`src/rtl/ex_mem_stage.sv`:
```
`default_nettype none
// ============================================================================
// Module   : ex_mem_stage
// Purpose  : MIPS execute stage core - ALU control decode, 32-bit ALU and the
//            EX/MEM pipeline register feeding the MEM stage.
// Revision : 1.0 - initial release
// ============================================================================
module ex_mem_stage #(
    parameter int WORD = 32
) (
    input  logic            clk,
    input  logic            rst_n,
    input  logic [WORD-1:0] operand_a,
    input  logic [WORD-1:0] operand_b,
    input  logic [WORD-1:0] store_data,
    input  logic [5:0]      funct,
    input  logic [1:0]      alu_op,
    input  logic [4:0]      dest_reg,
    input  logic            mem_read_in,
    input  logic            mem_to_reg_in,
    input  logic            mem_write_in,
    input  logic            reg_write_in,
    output logic [3:0]      alu_ctrl,
    output logic [WORD-1:0] ex_alu_result,
    output logic            ex_zero,
    output logic [WORD-1:0] exmem_alu_result,
    output logic [WORD-1:0] exmem_store_data,
    output logic [4:0]      exmem_dest_reg,
    output logic            exmem_mem_read,
    output logic            exmem_mem_to_reg,
    output logic            exmem_mem_write,
    output logic            exmem_reg_write
);

    localparam logic [3:0] c_ALU_AND = 4'b0000;
    localparam logic [3:0] c_ALU_OR  = 4'b0001;
    localparam logic [3:0] c_ALU_ADD = 4'b0010;
    localparam logic [3:0] c_ALU_SUB = 4'b0110;
    localparam logic [3:0] c_ALU_SLT = 4'b0111;
    localparam logic [3:0] c_ALU_NOR = 4'b1100;

    localparam logic [5:0] c_FN_ADD = 6'b100000;
    localparam logic [5:0] c_FN_SUB = 6'b100010;
    localparam logic [5:0] c_FN_AND = 6'b100100;
    localparam logic [5:0] c_FN_OR  = 6'b100101;
    localparam logic [5:0] c_FN_SLT = 6'b101010;
    localparam logic [5:0] c_FN_NOR = 6'b100111;

    logic w_slt;

    always_comb begin
        alu_ctrl = c_ALU_ADD;
        case (alu_op)
            2'b00: alu_ctrl = c_ALU_ADD;
            2'b01: alu_ctrl = c_ALU_SUB;
            2'b11: alu_ctrl = c_ALU_AND;
            default: begin
                // Unrecognised R-type funct codes fall back to add
                case (funct)
                    c_FN_ADD: alu_ctrl = c_ALU_ADD;
                    c_FN_SUB: alu_ctrl = c_ALU_SUB;
                    c_FN_AND: alu_ctrl = c_ALU_AND;
                    c_FN_OR:  alu_ctrl = c_ALU_OR;
                    c_FN_SLT: alu_ctrl = c_ALU_SLT;
                    c_FN_NOR: alu_ctrl = c_ALU_NOR;
                    default:  alu_ctrl = c_ALU_ADD;
                endcase
            end
        endcase
    end

    assign w_slt = ($signed(operand_a) < $signed(operand_b));

    always_comb begin
        ex_alu_result = '0;
        case (alu_ctrl)
            c_ALU_AND: ex_alu_result = operand_a & operand_b;
            c_ALU_OR:  ex_alu_result = operand_a | operand_b;
            c_ALU_ADD: ex_alu_result = operand_a + operand_b;
            c_ALU_SUB: ex_alu_result = operand_a - operand_b;
            c_ALU_NOR: ex_alu_result = ~(operand_a | operand_b);
            c_ALU_SLT: ex_alu_result = {{(WORD-1){1'b0}}, w_slt};
            default:   ex_alu_result = '0;
        endcase
    end

    assign ex_zero = (ex_alu_result == '0);

    // Unconditional pipeline register; bubbles arrive as zeroed control bits
    always_ff @(posedge clk or negedge rst_n) begin
        if (!rst_n) begin
            exmem_alu_result <= '0;
            exmem_store_data <= '0;
            exmem_dest_reg   <= '0;
            exmem_mem_read   <= 1'b0;
            exmem_mem_to_reg <= 1'b0;
            exmem_mem_write  <= 1'b0;
            exmem_reg_write  <= 1'b0;
        end else begin
            exmem_alu_result <= ex_alu_result;
            exmem_store_data <= store_data;
            exmem_dest_reg   <= dest_reg;
            exmem_mem_read   <= mem_read_in;
            exmem_mem_to_reg <= mem_to_reg_in;
            exmem_mem_write  <= mem_write_in;
            exmem_reg_write  <= reg_write_in;
        end
    end

endmodule
`default_nettype wire

```
`config.mk`:
```
export PLATFORM = sky130hd
export DESIGN_NAME = ex_mem_stage
export DESIGN_NICKNAME = d
export VERILOG_FILES = /design/src/rtl/ex_mem_stage.sv
export SDC_FILE = /design/constraint.sdc
export NUM_CORES = 1
export LEC_CHECK = 0
export ABC_AREA = 1
export CORE_MARGIN = 2
export CORE_UTILIZATION = 39
export DETAILED_ROUTE_END_ITERATION = 10
export PLACE_DENSITY = 0.73
export SYNTH_ARGS = -nofsm -noshare
export SYNTH_HDL_FRONTEND = slang
export SYNTH_SLANG_ARGS = --single-unit
```
`constraint.sdc`:
```
create_clock -name clk -period 3.9 [get_ports clk]
set_input_delay 0.78 -clock clk [delete_from_list [all_inputs] [get_ports clk]]
set_output_delay 0.78 -clock clk [all_outputs]
set_load 0.1 [all_outputs]
```
* After elaboration in Yosys (flattened, before gate mapping) *
Index checks and enable logic that the tools add are counted.

cells by class
  add/subtract/negate cells = 2
  order comparisons = 1
  eq/ne operators = 12
  muxes and demuxes = 3
  bitwise logic cells = 3
  reduce and logical (&&, ||, !) cells = 3

operator list
  operator              count
  $pmux W32 S6          1
  $add A32 B32 Y32      1
  $and A32 B32 Y32      1
  $logic_not A32 Y1     1
  $lt A32 B32 Y1        1
  $not A32 Y32          1
  $or A32 B32 Y32       1
  $sub A32 B32 Y32      1
  $eq A6 B6 Y1 const B  5
  $pmux W4 S5           1
  $pmux W4 S3           1
  $eq A4 B3 Y1 const B  2
  $eq A4 B1 Y1 const B  1
  $eq A4 B2 Y1 const B  1
  $eq A4 B4 Y1 const B  1
  $logic_not A4 Y1      1
  $eq A2 B1 Y1 const B  1
  $eq A2 B2 Y1 const B  1
  $logic_not A2 Y1      1

storage, ports and cells
  register bits after elaboration = 73
  bits of input ports = 115
  output and inout port bits = 110
  word-level logic and storage cells = 31

* Longest topological paths before layout *
Gate-level depths: netlist (run 1).

  word-level depth = 6
  gate-level depth with buffers = 22
  depth with buffers taken out = 21

* Worst setup path before layout (run 1) *
Ideal clock, no wire load.

  kind = input port to output port
  start = input port funct[4]
  end = output port ex_zero
  data arrival time = 5.145 ns
  required time = 3.120 ns
  setup slack = -2.025 ns
  cell stages on the path = 16
  path buffers = 1
  cells stage by stage = inv_2 > nand2_1 > nor2_1 > o21ai_1 > nand2_1 > nand2_1 > nand2_1 > nor2_1 > buf_2 > nand2_1 > nand4_1 > nor2_1 > nand2_1 > nor2_1 > nand2_1 > nor2_1

on the way
  longest elaborated chain between the ends = 6
  elaborated cells between the ends (all ways) = 15
  those cells by class = eq/ne (10); mux (3); reduce/logical (2)

RTL lines
  element                                     RTL line  source
  start: declaration                          16        input logic [5:0] funct,
  $eq A6 B6 Y1                                59        case (funct)
  $pmux W4 S5 (*)                             59
  $pmux W4 S3 (*)                             53        case (alu_op)
  net alu_ctrl[1]                             23        output logic [3:0] alu_ctrl,
  $eq A4 B3 Y1, or another cell as far along  76        case (alu_ctrl)
  $pmux W32 S6 (*)                            76
  net ex_alu_result[10]                       24        output logic [WORD-1:0] ex_alu_result,
  $logic_not A32 Y1 (*)                       87        assign ex_zero = (ex_alu_result == '0);
  end: declaration                            25        output logic ex_zero,

Mark *: on every way through the listed nets, which the timed path passes. The rest lies on a longest branch.

* Worst setup path in the final report (run 1) *
  start = input port funct[5]
  end = output port ex_zero

on the way
  longest elaborated chain between the ends = 6
  elaborated cells between the ends (all ways) = 15
  those cells by class = eq/ne (10); mux (3); reduce/logical (2)

RTL lines
  element                                     RTL line
  $eq A6 B6 Y1                                59
  $pmux W4 S5 (*)                             59
  $pmux W4 S3 (*)                             53
  $eq A4 B3 Y1, or another cell as far along  76
  $pmux W32 S6 (*)                            76
  $logic_not A32 Y1 (*)                       87

Every way passes the cells marked *; elsewhere a longest branch is shown, timed or not.

==> metrics.txt, run 1 <==
total CTS buffers=9; Max Freq=254 MHz; Synth Instances=1518; Synth Area per Inst=5.77 um^2; Pre-antenna DRT Iters=5; final slew viol count=0; Synth cell types=32; max-cap violation count=0; Top Family by Delay on Critical Path=buffers and inverters; first-pass GRT wire length=62600 um; Via density=5.04; Detail Route Antenna Nets=0; Buffers & Inverters on Critical Path=9; cell area after synthesis=8760 um^2; sequential-to-total area share from yosys stat=0.208; hold crit path type=primary input to async pin; initial DRC count=789; Worst Tran Pin Value=1010 ps; crit path launch=funct[5]; Post-DP Area=14100 um^2; commonest non-fill, non-tap cell in the layout=nand2_1; post-route cell area=17000 um^2; Worst path depth=20; H-tree depth=3; row cnt=54; DR WL/cell=17.8 um; Slew headroom=0.324; Area Growth Syn to Fin=94.0%; Req. time, crit path=3120 ps; Setup violations, final=1; Placer Congestion=0.959; die width=154 um; crit-path max FO=8; ant diodes=0; Crit-path slowest cell=dlygate4sd2_1; CP max stage delay=240 ps; Leakage=0.00905 uW; CTS root buf=clkbuf_16; CP endpoint kind=output pin; commonest cells after routing, fill and taps aside=nand2_1 (355), buf_4 (336), inv_1 (204); fillcell total=1623; Setup Crit Path Kind=primary input to output pin; worst-case vdd ir drop=249 uV; #FFs+latches synth=73; Die Area=23700 um^2; I/O Pins=225; routed via count=12000; number of synthesized flops with an enable pin=0; Yosys warnings=0; Main synth FF type=dfrtp_1; fin cells=2374; vias in the first global route=11700; hold_buf cts=0; core area=22000 um^2; cell mode on critical path=buf_12; status=finished with violations; clock slew at reported path FFs=70 ps; Global Route Usage Sum=0.339; violated checks=setup timing; CTS tree=done; Tcrit/Tclk final=1.01; Pwr Total=5530 uW; pin count of the biggest net entering global routing=74; clock sinks=73; antenna violations before repair=1; crit path time final=3930 ps; NumNets Final=2311; FFs w/ async S/R, synth=1.00; Post-Place Cells=2288; cell breakdown of the critical path=dlygate4sd2_1 > nand2_2 > inv_2 > nand3_4 > buf_6 > inv_1 > buf_12 > buf_12 > buf_12 > nand2_2 > o21ai_2 > nor2_1 > buf_4 > nand3_2 > nor2_2 > nand2_1 > nor2_1 > nand2_2 > nor2_4 > buf_12; Routed WL=42100 um; crit start category=primary input; Power Density=325 nW/um^2; Hold Vio Cnt, Final=0; Overflow after GRT=0; clock tree buffer depth=2; WP data arrival=3150 ps; layout cells sized above 1=0.487; Post-Syn Nets=1739; Die Ht=154 um; Starting Density=0.399; I/O Buffers=224; RSZ-0062 raised after global routing=true; DRC viols=0; DP HPWL=32100 um; Worst Slack Setup Final=-35.0 ps
==> through the flow <==
stage | utilization | worst slack, ps | TNS, ps | hold WS [ps]
final | 0.774 | -35.0 | -35.0 | 541
after global routing | 0.774 | -134 | -213 | 646
after CTS | 0.744 | 0.128 | 0 | 591
after detailed placement | 0.640 | -679 | -5630 | 959
after global placement | 0.640 | -723 | -5170 | 946
after floorplan | - | -734 | -734 | 484
==> metal layers <==
metal	vias up	GRT usage	wire [um]
li1	5728	-	-
met1	5594	0.449	17800
met2	532	0.565	19700
met3	105	0.0550	3180
met4	0	0.114	1430
met5	-	0	0
==> synth_stat cells, types with 3 or more instances <==
cell type	n	share of area
a21oi_1	52	0.030
and3_1	3	0.0021
buf_2	30	0.017
clkbuf_1	4	0.0017
clkbuf_2	4	0.0023
dfrtp_1	73	0.21
ha_1	104	0.15
inv_1	316	0.14
inv_2	5	0.0021
nand2_1	521	0.22
nand3_1	149	0.085
nand4_1	27	0.019
nor2_1	162	0.069
nor3_1	10	0.0057
o21ai_0	18	0.010
o21bai_1	6	0.0051
xor2_1	15	0.015
==> repair_timing <==
action	CTS	global route
buffers inserted	48	25
gates resized for setup	595	299
pin swaps	156	155
endpoints found under the hold margin	0	0
setup endpoints to repair	27	7
==> layout make-up <==
type / instances / area [um^2] / share of cell area
Tap cell: 280 / 350 / 0.0206
Timing Repair Buffer: 604 / 5450 / 0.321
Clock inverter: 5 / 81.3 / 0.00478
Clock buffer: 10 / 229 / 0.0135
Multi-Input combinational cell: 1081 / 7830 / 0.460
Sequential cell: 73 / 1830 / 0.107
Inverter: 321 / 1240 / 0.0728
==> worst paths after layout <==
check                                                end  slack [ps]
setup / recovery                                 ex_zero         -30
max in group asynchronous     exmem_mem_to_reg$_DFF_PN0_        2670
min in group clk               exmem_mem_write$_DFF_PN0_         870
hold / removal             exmem_alu_result[3]$_DFF_PN0_         540
==> cell families after synthesis <==
family / share of synthesized area
and+or+nand+nor: 0.413
AOI/OAI and AO/OA: 0.0467
xor gates and xnor gates: 0.0150
adders and majority gates: 0.153
buffers and inverters: 0.162
DFF: 0.208
muxes: 0.00128
==> power by group <==
part           leakage [uW]  total, uW  internal [uW]  switching [uW]
clock              0.000149        914            558             356
combinational       0.00804       3750           1360            2390
sequential         0.000867        862            839            23.5
total               0.00905       5530           2760            2770
Power figures use the tool's default switching activity.
==> run 2, diff against run 1 <==
--- a/config.mk
+++ b/config.mk
@@ -7,9 +7,9 @@
 export LEC_CHECK = 0
 export ABC_AREA = 1
 export CORE_MARGIN = 2
-export CORE_UTILIZATION = 39
+export CORE_UTILIZATION = 51
 export DETAILED_ROUTE_END_ITERATION = 10
-export PLACE_DENSITY = 0.73
+export PLACE_DENSITY = 0.9
 export SYNTH_ARGS = -nofsm -noshare
 export SYNTH_HDL_FRONTEND = slang
 export SYNTH_SLANG_ARGS = --single-unit
==> constraint.sdc (replaced) <==
create_clock -name clk -period 3.9 [get_ports clk]
set_input_delay 1.17 -clock clk [delete_from_list [all_inputs] [get_ports clk]]
set_output_delay 1.17 -clock clk [all_outputs]
set_load 0.1 [all_outputs]
==> metrics.txt, run 2 <==
status=stopped before the end (was finished with violations); Last stage=4_1_cts; First Err=[ERROR DPL-0038] Utilization greater than 100%, impossible to legalize; PostCTS Resize Cnt=940 (was 595); Die Ht=135 um (was 154 um); Synth cell types=32 (unchanged); simple logic cell fraction of the synthesized area=0.413 (unchanged); I/O Buffers=224 (unchanged); H-tree depth=3 (unchanged); Synth Instances=1518 (unchanged); setup repair bufs after CTS=96 (was 48); Main synth FF type=dfrtp_1 (unchanged); Post-Syn Nets=1739 (unchanged); top post-synthesis cells by area=nand2_1 (22%), dfrtp_1 (21%), ha_1 (15%), inv_1 (14%), nand3_1 (8.5%) (unchanged); die width=135 um (was 154 um); DP HPWL=30400 um (was 32100 um); Synth Area in XOR/XNOR=0.0150 (unchanged); Synth Area per Inst=5.77 um^2 (unchanged); Placer Congestion=1.14 (was 0.959); area leader, netlist=nand2_1 (unchanged); CTS root buf=clkbuf_16 (unchanged); Synth Area in Compound Gates=0.0467 (unchanged); Yosys warnings=0 (unchanged); most frequent cells after synthesis=nand2_1 (521), inv_1 (316), nor2_1 (162) (unchanged); mux cell area share after synthesis=0.00128 (unchanged); cell area after synthesis=8760 um^2 (unchanged); top-count cell post-synth=nand2_1 (unchanged); clock sinks=73 (unchanged); #FFs+latches synth=73 (unchanged); row cnt=47 (was 54); hold_buf cts=0 (unchanged); FFs w/ async S/R, synth=1.00 (unchanged); I/O Pins=225 (unchanged); largest family of logic cells by synthesized area=simple AND/OR/NAND/NOR gates (unchanged); Synth top area share=0.223 (unchanged); adder-cell share of the synthesized area=0.153 (unchanged); total CTS buffers=9 (unchanged); sequential-to-total area share from yosys stat=0.208 (unchanged); clock tree buffer depth=2 (unchanged); Starting Density=0.525 (was 0.399); number of synthesized flops with an enable pin=0 (unchanged)
==> run 2: per-stage QoR <==
| step | cell area [um^2] | std cells | TNS (ps) | setup slack [ps] | hold slack [ps] |
|---|---|---|---|---|---|
| detailed placement | 13800 | 2168 | -29750 | -1470 | 1240 |
| global placement | 13800 | 2168 | -26970 | -1410 | 1220 |
| floorplan | 9270 | 1518 | -7260 | -1510 | 874 |
==> run 2: logic make-up after synthesis <==
| logic type | count (synthesis) |
|---|---|
| AND/OR/NAND/NOR | 881 |
| buffers and inverters | 364 |
| adder cells (fa/ha/maj) | 106 |
| AO/OA/AOI/OAI | 78 |
| flip-flops | 73 |
| XOR/XNOR | 15 |
| multiplexers | 1 |
